**config.mk**
```make
export PLATFORM = sky130hd
export DESIGN_NAME = mult_add_acc_requant
export DESIGN_NICKNAME = d
export VERILOG_FILES = /design/src/rtl/mult_add_pkg.sv /design/src/rtl/sync_fifo_fwft.sv /design/src/rtl/mult_add_acc_requant.sv
export SDC_FILE = /design/constraint.sdc
export NUM_CORES = 1
export LEC_CHECK = 0
export CORE_MARGIN = 4
export CORE_UTILIZATION = 40
export DETAILED_ROUTE_END_ITERATION = 8
export SLEW_MARGIN = 25
export SYNTH_ARGS = -nofsm -noshare
export SYNTH_HDL_FRONTEND = slang
export SYNTH_SLANG_ARGS = --single-unit
```
**constraint.sdc**
```tcl
create_clock -name clock0 -period 5.2 [get_ports clock0]
set_input_delay 1.04 -clock clock0 [delete_from_list [all_inputs] [get_ports clock0]]
set_output_delay 1.04 -clock clock0 [all_outputs]
set_load 0.05 [all_outputs]
```
**src/rtl/mult_add_pkg.sv**
```systemverilog
// Shared definitions for the 4-lane mult-add primitive and its consumers:
// widths, result/accumulator/output types and the saturating requantiser.
package mult_add_pkg;

  localparam int MAC_RES_W = 26;
  localparam int MAC_LANES = 4;
  localparam int MAC_LAT   = 3;
  localparam int ACC_W     = 32;
  localparam int Q_W       = 8;

  typedef logic signed [MAC_RES_W-1:0] mac_result_t;
  typedef logic signed [ACC_W-1:0]     acc_t;
  typedef logic signed [Q_W-1:0]       q8_t;

  typedef enum logic {ST_IDLE, ST_RUN} state_t;

  localparam logic signed [ACC_W:0] Q_MAX   = (ACC_W+1)'(2**(Q_W-1) - 1);
  localparam logic signed [ACC_W:0] Q_MIN   = ~Q_MAX;
  localparam logic signed [ACC_W:0] WIDE_ONE = (ACC_W+1)'(1);

  // Round-half-up, arithmetic shift, clamp to the signed Q_W range.
  // One guard bit keeps acc + rounding constant from overflowing.
  function automatic q8_t requant(input acc_t acc, input logic [4:0] shift);
    logic signed [ACC_W:0] wide;
    logic signed [ACC_W:0] rnd;
    logic signed [ACC_W:0] r;
    wide = {acc[ACC_W-1], acc};
    rnd  = (shift != 5'd0) ? (WIDE_ONE << (shift - 5'd1)) : '0;
    r    = (wide + rnd) >>> shift;
    if (r > Q_MAX)      r = Q_MAX;
    else if (r < Q_MIN) r = Q_MIN;
    return r[Q_W-1:0];
  endfunction

endpackage

```
**src/rtl/sync_fifo_fwft.sv**
```systemverilog
// First-word fall-through synchronous FIFO with occupancy count; concurrent
// write and read are legal at any occupancy, including full and empty.
module sync_fifo_fwft #(
  parameter int WIDTH = 8,
  parameter int DEPTH = 4
) (
  input  logic                     clock0,
  input  logic                     sclr0,
  input  logic                     wr_en,
  input  logic [WIDTH-1:0]         wr_data,
  input  logic                     rd_en,
  output logic [WIDTH-1:0]         rd_data,
  output logic                     valid,
  output logic [$clog2(DEPTH):0]   count
);

  localparam int AW = $clog2(DEPTH);

  logic [WIDTH-1:0] mem [DEPTH];
  logic [AW:0]      wr_ptr;
  logic [AW:0]      rd_ptr;

  assign count   = wr_ptr - rd_ptr;
  assign valid   = (count != '0);
  assign rd_data = valid ? mem[rd_ptr[AW-1:0]] : '0;

  always_ff @(posedge clock0) begin
    if (sclr0) begin
      wr_ptr <= '0;
      rd_ptr <= '0;
    end else begin
      if (wr_en)          wr_ptr <= wr_ptr + (AW+1)'(1);
      if (rd_en && valid) rd_ptr <= rd_ptr + (AW+1)'(1);
    end
  end

  // NOTE: storage is deliberately not reset; only the pointers are, and
  // rd_data is forced to zero while empty so stale entries never show.
  always_ff @(posedge clock0) begin
    if (wr_en) mem[wr_ptr[AW-1:0]] <= wr_data;
  end

endmodule

```
**src/rtl/mult_add_acc_requant.sv**
```systemverilog
// Consumer for the mult-add primitive: tracks issued beats through MAC_LAT,
// accumulates cfg_len results per output, requantises to 8 bits and queues
// outputs in a credit-protected FWFT FIFO.
module mult_add_acc_requant #(
  parameter int IN_W       = 26,
  parameter int ACC_W      = 32,
  parameter int OUT_W      = 8,
  parameter int MAC_LAT    = 3,
  parameter int LEN_W      = 16,
  parameter int FIFO_DEPTH = 4
) (
  input  logic                    clock0,
  input  logic                    sclr0,
  input  logic                    start,
  input  logic [LEN_W-1:0]        cfg_len,
  input  logic [LEN_W-1:0]        cfg_num_out,
  input  logic [4:0]              cfg_shift,
  input  logic                    issue_valid,
  output logic                    issue_ready,
  input  logic signed [IN_W-1:0]  result,
  output logic signed [OUT_W-1:0] out_data,
  output logic                    out_valid,
  input  logic                    out_ready,
  output logic                    busy,
  output logic                    done
);

  import mult_add_pkg::*;

  localparam int CNT_W = $clog2(FIFO_DEPTH) + 1;
  localparam logic [LEN_W-1:0] ONE = LEN_W'(1);

  state_t                  state;
  logic [LEN_W-1:0]        len_q, num_q;
  logic [4:0]              shift_q;
  logic [LEN_W-1:0]        iss_beat, iss_out, grp_cnt, out_cnt;
  logic [MAC_LAT-1:0]      vld_dly;
  logic signed [ACC_W-1:0] acc;
  logic                    acc_vld;
  logic [OUT_W-1:0]        q_data;
  logic                    q_vld;
  logic [CNT_W-1:0]        inflight, fifo_count, credits;
  logic                    accept, last_beat, sample, last_sample, pop;

  // Credits cover both queued outputs and groups whose last beat has issued.
  assign credits     = CNT_W'(FIFO_DEPTH) - fifo_count - inflight;
  assign issue_ready = (state == ST_RUN) && (credits != '0) && (iss_out < num_q);
  assign accept      = issue_valid && issue_ready;
  assign last_beat   = (iss_beat == len_q - ONE);
  assign sample      = vld_dly[MAC_LAT-1];
  assign last_sample = (grp_cnt == len_q - ONE);
  assign pop         = out_valid && out_ready;
  assign busy        = (state == ST_RUN);
  assign done        = (state == ST_RUN) && pop && (out_cnt == num_q - ONE);

  always_ff @(posedge clock0) begin
    if (sclr0) begin
      state    <= ST_IDLE;
      len_q    <= '0;
      num_q    <= '0;
      shift_q  <= '0;
      iss_beat <= '0;
      iss_out  <= '0;
      grp_cnt  <= '0;
      out_cnt  <= '0;
      vld_dly  <= '0;
      acc      <= '0;
      acc_vld  <= 1'b0;
      q_data   <= '0;
      q_vld    <= 1'b0;
      inflight <= '0;
    end else begin
      case (state)
        ST_IDLE: begin
          if (start && cfg_len != '0 && cfg_num_out != '0) begin
            state    <= ST_RUN;
            len_q    <= cfg_len;
            num_q    <= cfg_num_out;
            shift_q  <= cfg_shift;
            iss_beat <= '0;
            iss_out  <= '0;
            grp_cnt  <= '0;
            out_cnt  <= '0;
          end
        end
        ST_RUN:  if (done) state <= ST_IDLE;
        default: state <= ST_IDLE;
      endcase

      if (accept) begin
        if (last_beat) begin
          iss_beat <= '0;
          iss_out  <= iss_out + ONE;
        end else begin
          iss_beat <= iss_beat + ONE;
        end
      end
      if (pop) out_cnt <= out_cnt + ONE;

      case ({accept && last_beat, q_vld})
        2'b10:   inflight <= inflight + CNT_W'(1);
        2'b01:   inflight <= inflight - CNT_W'(1);
        default: inflight <= inflight;
      endcase

      vld_dly <= (vld_dly << 1) | MAC_LAT'(accept);

      acc_vld <= sample && last_sample;
      if (sample) begin
        if (grp_cnt == '0) acc <= {{(ACC_W-IN_W){result[IN_W-1]}}, result};
        else               acc <= acc + {{(ACC_W-IN_W){result[IN_W-1]}}, result};
        grp_cnt <= last_sample ? '0 : grp_cnt + ONE;
      end

      // NOTE: nonblocking update lets requant read the finished sum on the
      // same edge that the next group's first result reloads acc.
      q_vld <= acc_vld;
      if (acc_vld) q_data <= requant(acc, shift_q);
    end
  end

  sync_fifo_fwft #(
    .WIDTH (OUT_W),
    .DEPTH (FIFO_DEPTH)
  ) u_fifo (
    .clock0  (clock0),
    .sclr0   (sclr0),
    .wr_en   (q_vld),
    .wr_data (q_data),
    .rd_en   (pop),
    .rd_data (out_data),
    .valid   (out_valid),
    .count   (fifo_count)
  );

endmodule

```
==> results.sh, run 1 <==
export IMPL_worst_slew_pin_slew_ns=0.920
export IMPL_crit_family="compound AO/OA/AOI/OAI gates"
export IMPL_cts_buffers=17
export IMPL_antenna_left=0
export IMPL_portBuffers=79
export IMPL_timing_fmax_mhz=197
export IMPL_hold_path_end="vld_dly[2]"
export IMPL_syn_mean_instance_area_sq_um=7.70
export IMPL_diodes=0
export IMPL_grt_max_degree=61
export IMPL_drt_iter0_drc=1337
export IMPL_dieHeight_um=208
export IMPL_die_x_um=208
export IMPL_cts_htree_levels=4
export IMPL_total_power_mw=4.40
export IMPL_dp_hpwl_um=38700
export IMPL_peakVddDrop_uv=237
export IMPL_wire_per_inst_um=18.2
export IMPL_rrSetupSlack_ns=0.13
export IMPL_synth_area_leaders="dfxtp_1 20%, ha_1 7.4%, edfxtp_1 6.0%, nand2_1 5.7%, nor2_1 5.0%"
export IMPL_hold_path_class="reg -> reg"
export IMPL_yosys_area_top_type="dfxtp_1"
export IMPL_setup_tns_ns=0
export IMPL_synthCells=2076
export IMPL_core_area_sq_um=39100
export IMPL_gp_congestion=0.937
export IMPL_slew_viol_final=0
export IMPL_final_common_cell="nand2_1"
export IMPL_reg2regPathDepth=22
export IMPL_postLayoutCoreUtil=0.497
export IMPL_drc=0
export IMPL_cpPeakStageDelay_ns=0.46
export IMPL_r2r_end="q_data[3]"
export IMPL_finalCriticalPeriod_ns=5.07
export IMPL_cp_arrival_ns=5.41
export IMPL_yosys_most_used_dff="dfxtp_1"
export IMPL_holdWs_ns=0.446
export IMPL_end_kind="register"
export IMPL_timing_final_hold_violations=0
export IMPL_setup_violations=0
export IMPL_path_buf_inv=5
export IMPL_max_slew_margin_rel=0.384
export IMPL_vias=16200
export IMPL_worstSetupStartpointType="register"
export IMPL_wirelength_um=50800
export IMPL_layout_common_cells="238 x nand2_1, 207 x nor2_1, 201 x buf_4, 152 x dfxtp_1, 139 x a21oi_1"
export IMPL_place_area_sq_um=18400
export IMPL_grt_pass1_vias=15600
export IMPL_syn_area_sq_um=16000
export IMPL_crit_type="reg -> reg"
export IMPL_slowest_stage="nor4_4"
export IMPL_critical_path_most_common_cell="buf_4"
export IMPL_area_growth_pct=21.4
export IMPL_clock_path_buffers=2
export IMPL_hold_path_cell_count=1
export IMPL_yosysSeqAreaShare=0.258
export IMPL_synth_edf_count=32
export IMPL_synth_nets=2243
export IMPL_ys_warnings_count=0
export IMPL_crit_required_ns=5.54
export IMPL_cts_tree="done"
export IMPL_ys_async_sr_fraction=0
export IMPL_path_cells="buf_8 -> nor2_1 -> nand3_1 -> inv_1 -> ha_1 -> a211oi_2 -> o211ai_1 -> a21oi_2 -> buf_4 -> nor4_4 -> o21ai_2 -> and4bb_1 -> buf_4 -> o21ai_0 -> o21ai_1 -> or3_1 -> or4_1 -> a221oi_2 -> a21oi_2 -> a2111oi_4 -> buf_4 -> o32ai_1"
export IMPL_globalRouteTotalUtil=0.227
export IMPL_grt_pass1_wl_um=82200
export IMPL_rsz0062_at_grt="true"
export IMPL_start_util=0.409
export IMPL_dieArea_sq_um=43300
export IMPL_ys_seq_elements=190
export IMPL_grt_overflow_total=0
export IMPL_status="complete, no violations"
export IMPL_p_leak_nw=7.71
export IMPL_synth_top_area_frac=0.198
export IMPL_clockRootBuffer="clkbuf_16"
export IMPL_clk_pin_slew_ns=0.08
export IMPL_drt_pass1_iterations=5
export IMPL_synth_cell_types=94
export IMPL_cap_violations=0
export IMPL_final_net_count=2423
export IMPL_clk_latency_ns=0.47
export IMPL_pin_count=80
export IMPL_via_per_inst=5.81
export IMPL_period_share=0.975
export IMPL_rows=72
export IMPL_timing_rr_start="shift_q[0]"
export IMPL_fin_area_sq_um=19400
export IMPL_power_density_nw_per_um2=227
export IMPL_min_from="vld_dly[1]"
export IMPL_clock_sinks=190
export IMPL_finalClockSkew_ns=0.0128
export IMPL_antenna_found_initial=0
export IMPL_critPathMaxFanout=17
export IMPL_drive_gt1_frac=0.167
==> synth_stat cells (all sizes together), types with 24 or more instances <==
cell type / count
nor2: 211
o21ai: 113
inv: 77
and2: 24
nand3: 90
xor2: 47
nand4: 30
a211oi: 30
nand2: 244
mux2i: 34
nor3: 58
buf: 29
ha: 95
a21oi: 151
a21o: 41
xnor2: 78
clkbuf: 92
nor4: 30
dfxtp: 158
a311oi: 25
a31oi: 28
edfxtp: 32
and3: 29
nand2b: 25
==> state kept, by name, indices dropped and copies added, names as in the netlist, named ones only <==
| name | flops |
|---|---|
| acc | 32 |
| acc_vld | 1 |
| busy | 1 |
| grp_cnt | 16 |
| inflight | 3 |
| iss_beat | 16 |
| iss_out | 16 |
| len_q | 16 |
| num_q | 16 |
| out_cnt | 16 |
| q_data | 8 |
| q_vld | 1 |
| shift_q | 5 |
| u_fifo.mem | 32 |
| u_fifo.rd_ptr | 3 |
| u_fifo.wr_ptr | 3 |
| vld_dly | 3 |
==> routing by layer <==
layer	vias up	wire, um	track usage
met4	0	1090	0.0689
met3	69	2290	0.0279
li1	8017	-	-
met2	442	23400	0.371
met5	-	0	0
met1	7651	24000	0.315
==> cell families after synthesis <==
family | share of synthesized area
flip-flops | 0.258
multiplexers | 0.0530
XOR/XNOR | 0.0684
other | 0.000234
AND/OR/NAND/NOR | 0.246
adder cells (fa/ha/maj) | 0.0793
AO/OA/AOI/OAI | 0.242
buffers and inverters | 0.0527
==> repair_timing <==
item	CTS	global route
hold buffers	0	0
pin swaps	2	21
endpoints found under the setup margin	7	8
gates cloned	1	0
gates resized for setup	8	80
setup buffers	1	8
==> worst max-delay path by stage <==
stage | cells past startpoint | endpoint | from
2_1_floorplan | 23 | q_data[0] | shift_q[1]
3_3_place_gp | 18 | acc[31] | result[1]
3_5_place_dp | 22 | q_data[3] | shift_q[0]
4_1_cts | 22 | q_data[0] | shift_q[3]
5_1_grt | 21 | q_data[3] | shift_q[0]
6_report | 22 | q_data[3] | shift_q[0]
==> final cells by class <==
type	count	area (sq um)
clock buffers	19	455
clock inverters	13	124
fillers	3834	19700
inverters	78	297
multi-input cells	1688	11400
flip-flops and latches	190	4140
well taps	518	648
repair buffers	281	2340
==> metrics by stage <==
stage	worst slack, ns	instances
6_report	0.132	2787
5_1_grt	-0.0396	2787
4_1_cts	0.0146	2779
3_5_place_dp	-0.0472	2745
3_3_place_gp	-0.0306	2745
2_1_floorplan	0.0226	2076
==> where the power goes <==
| part | leakage [nW] | switching [mW] | total, mW | internal, mW |
|---|---|---|---|---|
| clock network | 0.288 | 0.661 | 1.32 | 0.662 |
| registers | 1.58 | 0.0678 | 1.60 | 1.53 |
| logic | 5.84 | 0.864 | 1.48 | 0.615 |
| total | 7.71 | 1.59 | 4.40 | 2.81 |
Power figures use the tool's default switching activity.
==> inputs of run 2 (changes only) <==
Settings changed: GPL_ROUTABILITY_DRIVEN from default to 0, PLACE_DENSITY_LB_ADDON from default to 0.25.
==> results.sh, run 2 (synthesized netlist as in run 1, its figures left out) <==
export IMPL_hold_path_cell_count=1
export IMPL_wirelength_um=49100
export IMPL_drive_gt1_frac=0.150
export IMPL_finalCriticalPeriod_ns=5.01
export IMPL_clock_power_share=0.304
export IMPL_setup_violations=0
export IMPL_drc=0
export IMPL_timing_fmax_mhz=200
export IMPL_internal_power_mw=2.78
export IMPL_sw_frac_of_total=0.365
export IMPL_slew_viol_final=0
export IMPL_dieHeight_um=208
export IMPL_start_util=0.409
export IMPL_hold_path_end="vld_dly[2]"
export IMPL_clock_sinks=190
export IMPL_antenna_found_initial=0
export IMPL_final_common_cell="nand2_1"
export IMPL_seqPwrFrac=0.365
export IMPL_clk_pin_slew_ns=0.08
export IMPL_dieArea_sq_um=43300
export IMPL_die_x_um=208
export IMPL_timing_rr_start="shift_q[0]"
export IMPL_p_sw_mw=1.60
export IMPL_cp_arrival_ns=5.36
export IMPL_core_area_sq_um=39100
export IMPL_cts_htree_levels=4
export IMPL_diodes=0
export IMPL_finalClockSkew_ns=0.0121
export IMPL_dp_hpwl_um=36400
export IMPL_vias=16100
export IMPL_nFillCells=3839
export IMPL_via_per_inst=5.91
export IMPL_clockRootBuffer="clkbuf_16"
export IMPL_slowest_stage="mux4_2"
export IMPL_max_slew_margin_rel=0.372
export IMPL_dpl_worst_slack_ns=-0.0851
export IMPL_grt_overflow_total=0
export IMPL_cts_tree="done"
export IMPL_status="complete, no violations"
export IMPL_grt_pass1_vias=15200
export IMPL_crit_required_ns=5.54
export IMPL_cap_violations=0
export IMPL_final_net_count=2360
export IMPL_seq_area_sq_um=4140
export IMPL_drt_iter0_drc=1257
export IMPL_clk_latency_ns=0.46
export IMPL_power_density_nw_per_um2=229
export IMPL_finalWorstSetupSlack_ns=0.188
export IMPL_cts_hold_buffers=0
export IMPL_peakVddDrop_uv=208
export IMPL_pwr_share_comb=0.330
export IMPL_antenna_left=0
export IMPL_crit_type="reg -> reg"
export IMPL_hold_path_class="reg -> reg"
export IMPL_min_from="vld_dly[1]"
export IMPL_cts_buffers=17
export IMPL_path_buf_inv=5
export IMPL_cpPeakStageDelay_ns=0.54
export IMPL_reg2regPathDepth=22
export IMPL_globalRouteTotalUtil=0.215
export IMPL_end_kind="register"
export IMPL_period_share=0.964
export IMPL_portBuffers=79
export IMPL_critical_path_most_common_cell="buf_4"
export IMPL_rows=72
export IMPL_layout_common_cells="235 x nand2_1, 203 x nor2_1, 152 x dfxtp_1, 138 x a21oi_1, 136 x buf_4"
export IMPL_worstSetupStartpointType="register"
export IMPL_timing_final_hold_violations=0
export IMPL_pin_count=80
export IMPL_r2r_end="q_data[3]"
export IMPL_rrSetupSlack_ns=0.19
export IMPL_clock_path_buffers=2
export IMPL_area_growth_pct=19.5
export IMPL_path_cells="inv_2 -> nand2_1 -> buf_4 -> nor2_1 -> ha_1 -> a21oi_2 -> o211ai_1 -> a221oi_1 -> buf_4 -> nand3_2 -> buf_4 -> a211oi_4 -> a311oi_4 -> mux4_2 -> nor2b_1 -> a311o_1 -> nor4_4 -> nor4b_4 -> nand4_1 -> a2111oi_4 -> buf_4 -> o32ai_1"
export IMPL_crit_family="compound AO/OA/AOI/OAI gates"
export IMPL_worst_slew_pin_slew_ns=0.941
export IMPL_grt_max_degree=87
export IMPL_wire_per_inst_um=18.0
export IMPL_drt_pass1_iterations=8
export IMPL_holdWs_ns=0.444
export IMPL_critPathMaxFanout=7
export IMPL_grt_pass1_wl_um=78600
export IMPL_p_leak_nw=7.43
export IMPL_multiInputGateArea_sq_um=11600
export IMPL_postLayoutCoreUtil=0.489
==> run 2: worst reg2reg max path: cells and delay by family (launching register included) <==
family / cells / cell delay (ns)
AOI/OAI and AO/OA: 8 / 1.53
and+or+nand+nor: 7 / 1.31
buffers and inverters: 5 / 0.86
muxes: 1 / 0.54
DFF: 1 / 0.38
adders and majority gates: 1 / 0.29
==> run 2: power groups by stage <==
stage	Sequential, mW	Combinational [mW]	Clock [mW]
6_report	1.60	1.45	1.33
5_1_grt	1.61	1.57	1.42
4_1_cts	1.60	1.40	1.37
3_5_place_dp	1.63	1.38	0
3_3_place_gp	1.63	1.36	0
2_1_floorplan	1.60	0.974	0
==> run 2: area by class of cell <==
cell class,instances,share of cell area
sequential,190,0.217
clock inverter,13,0.00746
multi-input combinational,1688,0.605
timing repair buffer,218,0.0988
clock buffer,19,0.0232
tap,518,0.0339
inverter,78,0.0154
==> run 2: layer usage <==
metal	GRT usage	wire length [um]	up-vias
li1	-	-	7884
met1	0.300	23000	7580
met2	0.345	22000	515
met3	0.0294	2480	121
met4	0.0716	1560	0
met5	0	0	-
==> run 2: timing repair <==
item,CTS,global route
gates cloned,1,1
pin swaps,3,27
resized for setup,6,107
buffers inserted,3,14
setup endpoints to repair,7,7
==> run 2: through the flow <==
step	TNS, ns	total power, mW	instance area, sq um	instances
6_report	0	4.38	19100	2724
5_1_grt	-0.421	4.60	19100	2724
4_1_cts	0	4.36	18500	2709
3_5_place_dp	-0.598	3.02	17900	2673
3_3_place_gp	-0.0714	2.99	17900	2673
2_1_floorplan	0	2.57	16000	2076
==> run 2: how the worst max path moves through the flow <==
| stage | endpoint | depth (start not counted) | slack [ns] | start |
|---|---|---|---|---|
| after floorplan | q_data[0] | 23 | 0.02 | shift_q[1] |
| after global placement | acc[31] | 18 | -0.04 | result[1] |
| after detailed placement | q_data[2] | 22 | -0.09 | shift_q[2] |
| after CTS | q_data[3] | 23 | 0.002 | shift_q[4] |
| after global routing | q_data[3] | 22 | -0.08 | shift_q[0] |
| final | q_data[3] | 22 | 0.19 | shift_q[0] |
